File: src/rtl/keypad_scan_controller.sv
// keypad_scan_controller
//   Scans a 4x4 active-low keypad matrix, debounces presses and releases,
//   and queues accepted key codes in a small FIFO read over a register port.
//
//   state    | meaning
//   ---------+-----------------------------------------------------------
//   SCAN     | step through rows, one row per sample tick, looking for cols!=F
//   DEBOUNCE | row held, counting consecutive samples equal to the latched one
//   HELD     | key accepted and pushed; wait for all cols to read high
//   RELEASE  | row held, counting consecutive all-high samples
//
// Ports
//   clk          single clock, rising edge
//   reset        asynchronous active-high reset
//   rows[3:0]    row drive, active-low one-hot (4'hF when idle/disabled)
//   cols[3:0]    column sense, 0 = key closed
//   address[3:0] register select: 0x0 KEY, 0x4 STATUS, 0x8 CTRL
//   din[31:0]    write data
//   writeEnable  write strobe
//   readEnable   read strobe
//   dout[31:0]   registered read data, zero when not reading
//   irq          CTRL.irq_en AND FIFO not empty
module keypad_scan_controller #(
  parameter int SCAN_DIV       = 1000,
  parameter int DEBOUNCE_SCANS = 3,
  parameter int FIFO_DEPTH     = 4
) (
  input  logic        clk,
  input  logic        reset,
  output logic [3:0]  rows,
  input  logic [3:0]  cols,
  input  logic [3:0]  address,
  input  logic [31:0] din,
  input  logic        writeEnable,
  input  logic        readEnable,
  output logic [31:0] dout,
  output logic        irq
);

  localparam int AW = $clog2(FIFO_DEPTH);

  typedef enum logic [1:0] {SCAN, DEBOUNCE, HELD, RELEASE} state_t;

  state_t      state_q, state_d;
  logic [1:0]  row_q, row_d;
  logic [3:0]  cnt_q, cnt_d;
  logic [3:0]  sample_q, sample_d;
  logic [15:0] dwell_q;
  logic        enable_q, irq_en_q, overflow_q;
  logic        tick, push, push_ok, pop, flush, full, empty;
  logic [3:0]  key_cols;
  logic [1:0]  col_idx;
  logic [3:0]  code;

  logic [3:0]    mem [FIFO_DEPTH];
  logic [AW-1:0] wr_ptr, rd_ptr;
  logic [4:0]    count_q;

  assign tick = enable_q && (dwell_q == 16'(SCAN_DIV - 1));
  assign rows = enable_q ? ~(4'b0001 << row_q) : 4'hF;

  always_ff @(posedge clk or posedge reset) begin
    if (reset)                  dwell_q <= '0;
    else if (!enable_q || tick) dwell_q <= '0;
    else                        dwell_q <= dwell_q + 16'd1;
  end

  always_ff @(posedge clk or posedge reset) begin
    if (reset) begin
      state_q  <= SCAN;
      row_q    <= '0;
      cnt_q    <= '0;
      sample_q <= 4'hF;
    end else begin
      state_q  <= state_d;
      row_q    <= row_d;
      cnt_q    <= cnt_d;
      sample_q <= sample_d;
    end
  end

  always_comb begin
    state_d  = state_q;
    row_d    = row_q;
    cnt_d    = cnt_q;
    sample_d = sample_q;
    push     = 1'b0;
    if (!enable_q) begin
      state_d = SCAN;
      cnt_d   = '0;
    end else if (tick) begin
      case (state_q)
        SCAN: begin
          if (cols != 4'hF) begin
            sample_d = cols;
            cnt_d    = 4'd1;
            if (DEBOUNCE_SCANS <= 1) begin
              state_d = HELD;
              push    = 1'b1;
            end else begin
              state_d = DEBOUNCE;
            end
          end else begin
            row_d = row_q + 2'd1;
          end
        end
        DEBOUNCE: begin
          // sample_q is never 4'hF here, so a match also means a closed key
          if (cols == sample_q) begin
            cnt_d = cnt_q + 4'd1;
            if (cnt_q + 4'd1 >= 4'(DEBOUNCE_SCANS)) begin
              state_d = HELD;
              push    = 1'b1;
            end
          end else begin
            state_d = SCAN;
            row_d   = row_q + 2'd1;
          end
        end
        HELD: begin
          if (cols == 4'hF) begin
            cnt_d = 4'd1;
            if (DEBOUNCE_SCANS <= 1) begin
              state_d = SCAN;
              row_d   = row_q + 2'd1;
            end else begin
              state_d = RELEASE;
            end
          end
        end
        RELEASE: begin
          if (cols == 4'hF) begin
            cnt_d = cnt_q + 4'd1;
            if (cnt_q + 4'd1 >= 4'(DEBOUNCE_SCANS)) begin
              state_d = SCAN;
              row_d   = row_q + 2'd1;
            end
          end else begin
            state_d = HELD;
          end
        end
        default: state_d = SCAN;
      endcase
    end
  end

  // Lowest closed column wins; in SCAN the live cols are the sample.
  assign key_cols = (state_q == SCAN) ? cols : sample_q;

  always_comb begin
    col_idx = 2'd0;
    for (int i = 3; i >= 0; i--) begin
      if (!key_cols[i]) col_idx = 2'(i);
    end
  end

  assign code = {row_q, col_idx};

  assign full    = (count_q == 5'(FIFO_DEPTH));
  assign empty   = (count_q == 5'd0);
  assign pop     = readEnable && (address == 4'h0) && !empty;
  assign flush   = writeEnable && (address == 4'h8) && din[2];
  assign push_ok = push && (!full || pop);

  always_ff @(posedge clk) begin
    if (push_ok && !flush) mem[wr_ptr] <= code;
  end

  always_ff @(posedge clk or posedge reset) begin
    if (reset) begin
      wr_ptr     <= '0;
      rd_ptr     <= '0;
      count_q    <= '0;
      overflow_q <= 1'b0;
    end else if (flush) begin
      wr_ptr     <= '0;
      rd_ptr     <= '0;
      count_q    <= '0;
      overflow_q <= 1'b0;
    end else begin
      if (push_ok) wr_ptr <= wr_ptr + 1'b1;
      if (pop)     rd_ptr <= rd_ptr + 1'b1;
      if (push_ok && !pop)      count_q <= count_q + 5'd1;
      else if (!push_ok && pop) count_q <= count_q - 5'd1;
      if (push && !push_ok) overflow_q <= 1'b1;
    end
  end

  always_ff @(posedge clk or posedge reset) begin
    if (reset) begin
      enable_q <= 1'b0;
      irq_en_q <= 1'b0;
    end else if (writeEnable && (address == 4'h8)) begin
      enable_q <= din[0];
      irq_en_q <= din[1];
    end
  end

  // Read data reflects state before any same-cycle write or pop.
  always_ff @(posedge clk or posedge reset) begin
    if (reset) begin
      dout <= '0;
    end else if (readEnable) begin
      case (address)
        4'h0:    dout <= pop ? {1'b1, 27'b0, mem[rd_ptr]} : 32'h0;
        4'h4:    dout <= {24'b0, count_q, full, empty, overflow_q};
        4'h8:    dout <= {29'b0, 1'b0, irq_en_q, enable_q};
        default: dout <= 32'h0;
      endcase
    end else begin
      dout <= 32'h0;
    end
  end

  assign irq = irq_en_q && !empty;

endmodule

File: config.mk
export PLATFORM = sky130hd
export DESIGN_NAME = keypad_scan_controller
export DESIGN_NICKNAME = d
export VERILOG_FILES = /design/src/rtl/keypad_scan_controller.sv
export SDC_FILE = /design/constraint.sdc
export NUM_CORES = 1
export LEC_CHECK = 0
export CORE_MARGIN = 3
export CORE_UTILIZATION = 40
export DETAILED_ROUTE_END_ITERATION = 6
export GPL_ROUTABILITY_DRIVEN = 0
export PLACE_DENSITY = 0.66
export SLEW_MARGIN = 20
export SYNTH_ARGS = -nofsm -noshare
export SYNTH_HDL_FRONTEND = slang
export SYNTH_SLANG_ARGS = --single-unit
export TNS_END_PERCENT = 100
File: constraint.sdc
create_clock -name clk -period 4.4 [get_ports clk]
set_input_delay 1.1 -clock clk [delete_from_list [all_inputs] [get_ports clk]]
set_output_delay 1.1 -clock clk [all_outputs]
set_load 0.01 [all_outputs]
==> results.ini <==
[timing]
hold_viol=0
finalSetupViolCount=0
rsz0062_at_grt=false
slew_headroom=0.4341
period_needed_ps=3683
setup_tns_ps=0
fmax_ghz=0.2715
fin_worst_skew_ps=11.03
fin_crit_sh=0.8371
finalMaxSlewViolations=0
tightest_slew_ps=847.9

[global_route]
grt_max_degree=50
grt_pass1_wl_mm=11.75
overflow=0
antenna_found_initial=0
gr-usage-all-layers=0.1454
first_global_vias=2464

[finish]
fill_cells=795
diodes=0
multi_input_area_mm2=0.001785
drive_gt1_frac=0.1368
area_growth_pct=14.11
final_nets=435
seq_area_mm2=0.001712
final_cell_mix=dfrtp_1, nor2_1, nand2_1, clkdlybuf4s50_1, conb_1
final_common_cell=dfrtp_1

[floorplan]
dieWidth_um=101.6
die-area_mm2=0.01032
rows=34
die_height_um=101.6
start_util=0.4149
core_mm2=0.008806
ios=81

[clock_tree]
cts_buffer_depth=2
root_buffer=clkbuf_8
clk_latency_ps=350
cts_tree=yes
clk_pin_slew_ps=80
clock_sinks=65
post_cts_resized=0
post_cts_buffers=0
h-tree-depth=3
numCtsBuffers=9
cts_hold_buffers=0

[synth]
ys_seq_area_frac=0.4685
yosysUniqueCellTypes=64
synth-edff-count=16
avgSynthCellArea_um2=10.81
syn_inst=338
synth-seq-cells=65
netlist_area_mm2=0.003654
synth_ff_type=dfrtp_1
ys_warn_count=0
synthArstFlopShare=0.7538

[power]
finalPower_uw=1657
p_per_area_mw_per_mm2=397.4
p_leak_uw=0.001763
ir_worst_vdd_uv=221.9

[routing]
wl_mm=6.991
vias_per_cell=5.170
ant_nets=0
vias=2523
drtIter0Drc=67
dr.pass1.iters=4
wl_per_cell_um=14.33
drcViolationCount=0

[min_path]
hold_class=reg2reg
min_path_cells=1

[outcome]
outcome=finished clean

[setup_path]
start_kind=input pin
required_ps=4680
worstPathMaxFanout=6
end_kind=flop
criticalPathCategory=in2reg
critPathArrivalTime_ps=3960
ff2ff_path_depth=11

[placement]
io_buffers=28
dp_hpwl_mm=4.983

[run]
cap_violations=0

where the power goes:
part / total (µW) / internal [µW] / switching [µW] / leakage, µW
Combinational: 426 / 206 / 221 / 0.000896
Sequential: 768 / 674 / 93.3 / 0.000785
Clock: 463 / 208 / 255 / 0.0000822
Total: 1660 / 1090 / 569 / 0.00176
state kept, by name, indices dropped and copies added (netlist names):
| register | flops |
|---|---|
| cnt_q | 4 |
| count_q | 5 |
| dout | 9 |
| dwell_q | 16 |
| enable_q | 1 |
| irq_en_q | 1 |
| mem | 16 |
| overflow_q | 1 |
| rd_ptr | 2 |
| row_q | 2 |
| sample_q | 4 |
| state_q | 2 |
| wr_ptr | 2 |
metrics by stage:
step                utilization  worst slack [ps]  instance area, µm²  hold WS (ps)  std cells
finish                   0.4734             716.6                4169         494.8        488
global route             0.4734             452.4                4169         549.6        488
CTS                      0.4733             697.0                4168         496.7        488
detailed placement       0.4531             347.2                3990         485.5        472
global placement         0.4531             411.3                3990         482.9        472
floorplan                     -             992.7                3736         455.2        360
logic make-up after synthesis:
logic type,synth area share
AO/OA/AOI/OAI,0.09692
XOR/XNOR,0.05274
adder cells (fa/ha/maj),0.05685
buffers and inverters,0.06541
flip-flops,0.4685
multiplexers,0.06336
other,0.001026
AND/OR/NAND/NOR,0.1952
cell usage after synthesis, types with 7 or more instances:
master / count / area (µm²)
nand2_1: 28 / 105.1
nand3_1: 16 / 80.08
xnor2_1: 13 / 113.9
inv_1: 11 / 41.29
xor2_1: 9 / 78.83
mux2_2: 8 / 90.09
nor2_1: 32 / 120.1
ha_1: 15 / 187.7
edfxtp_1: 16 / 480.5
and3_1: 7 / 43.79
nand4_1: 9 / 56.30
and2_1: 7 / 43.79
dfrtp_1: 45 / 1126
o21ai_0: 12 / 60.06
a21oi_1: 8 / 40.04
buf_4: 23 / 172.7
final cells by class:
| cell class | count | share of cell area |
|---|---|---|
| clock buffers | 9 | 0.02971 |
| clock inverters | 7 | 0.01291 |
| inverters | 12 | 0.01170 |
| multi-input cells | 255 | 0.4283 |
| flip-flops and latches | 65 | 0.4106 |
| well taps | 108 | 0.03241 |
| repair buffers | 32 | 0.07443 |
path summary, 6_finish.rpt:
check	startpoint	endpoint	slack, ps
max reg2reg	dwell_q[0]$_DFF_PP0_	count_q[4]$_DFFE_PP0P_	1400
max in group asynchronous	reset	dwell_q[12]$_DFF_PP0_	2680
max	cols[2]	count_q[4]$_DFFE_PP0P_	720
min	dwell_q[0]$_DFF_PP0_	dwell_q[0]$_DFF_PP0_	490
min in group asynchronous	reset	count_q[0]$_DFFE_PP0P_	1210
min reg2reg	dwell_q[0]$_DFF_PP0_	dwell_q[0]$_DFF_PP0_	490
routing by layer:
metal,GRT usage,up-vias,wire length [µm]
met4,0.03783,0,73
li1,-,1232,-
met3,0.04614,8,311
met1,0.1861,1230,3228
met2,0.2389,53,3378
met5,0,-,0
critical path, stage by stage:
cell,delay (ps)
clkdlybuf4s50_1,590
xnor2_1,160
nand3_2,180
nor4_4,330
nand3_1,260
fa_1,480
a21o_1,200
a21oi_1,180
nand2_1,70
mux2i_1,180
mux2i_1,210
(Power assumes the default switching activity.)
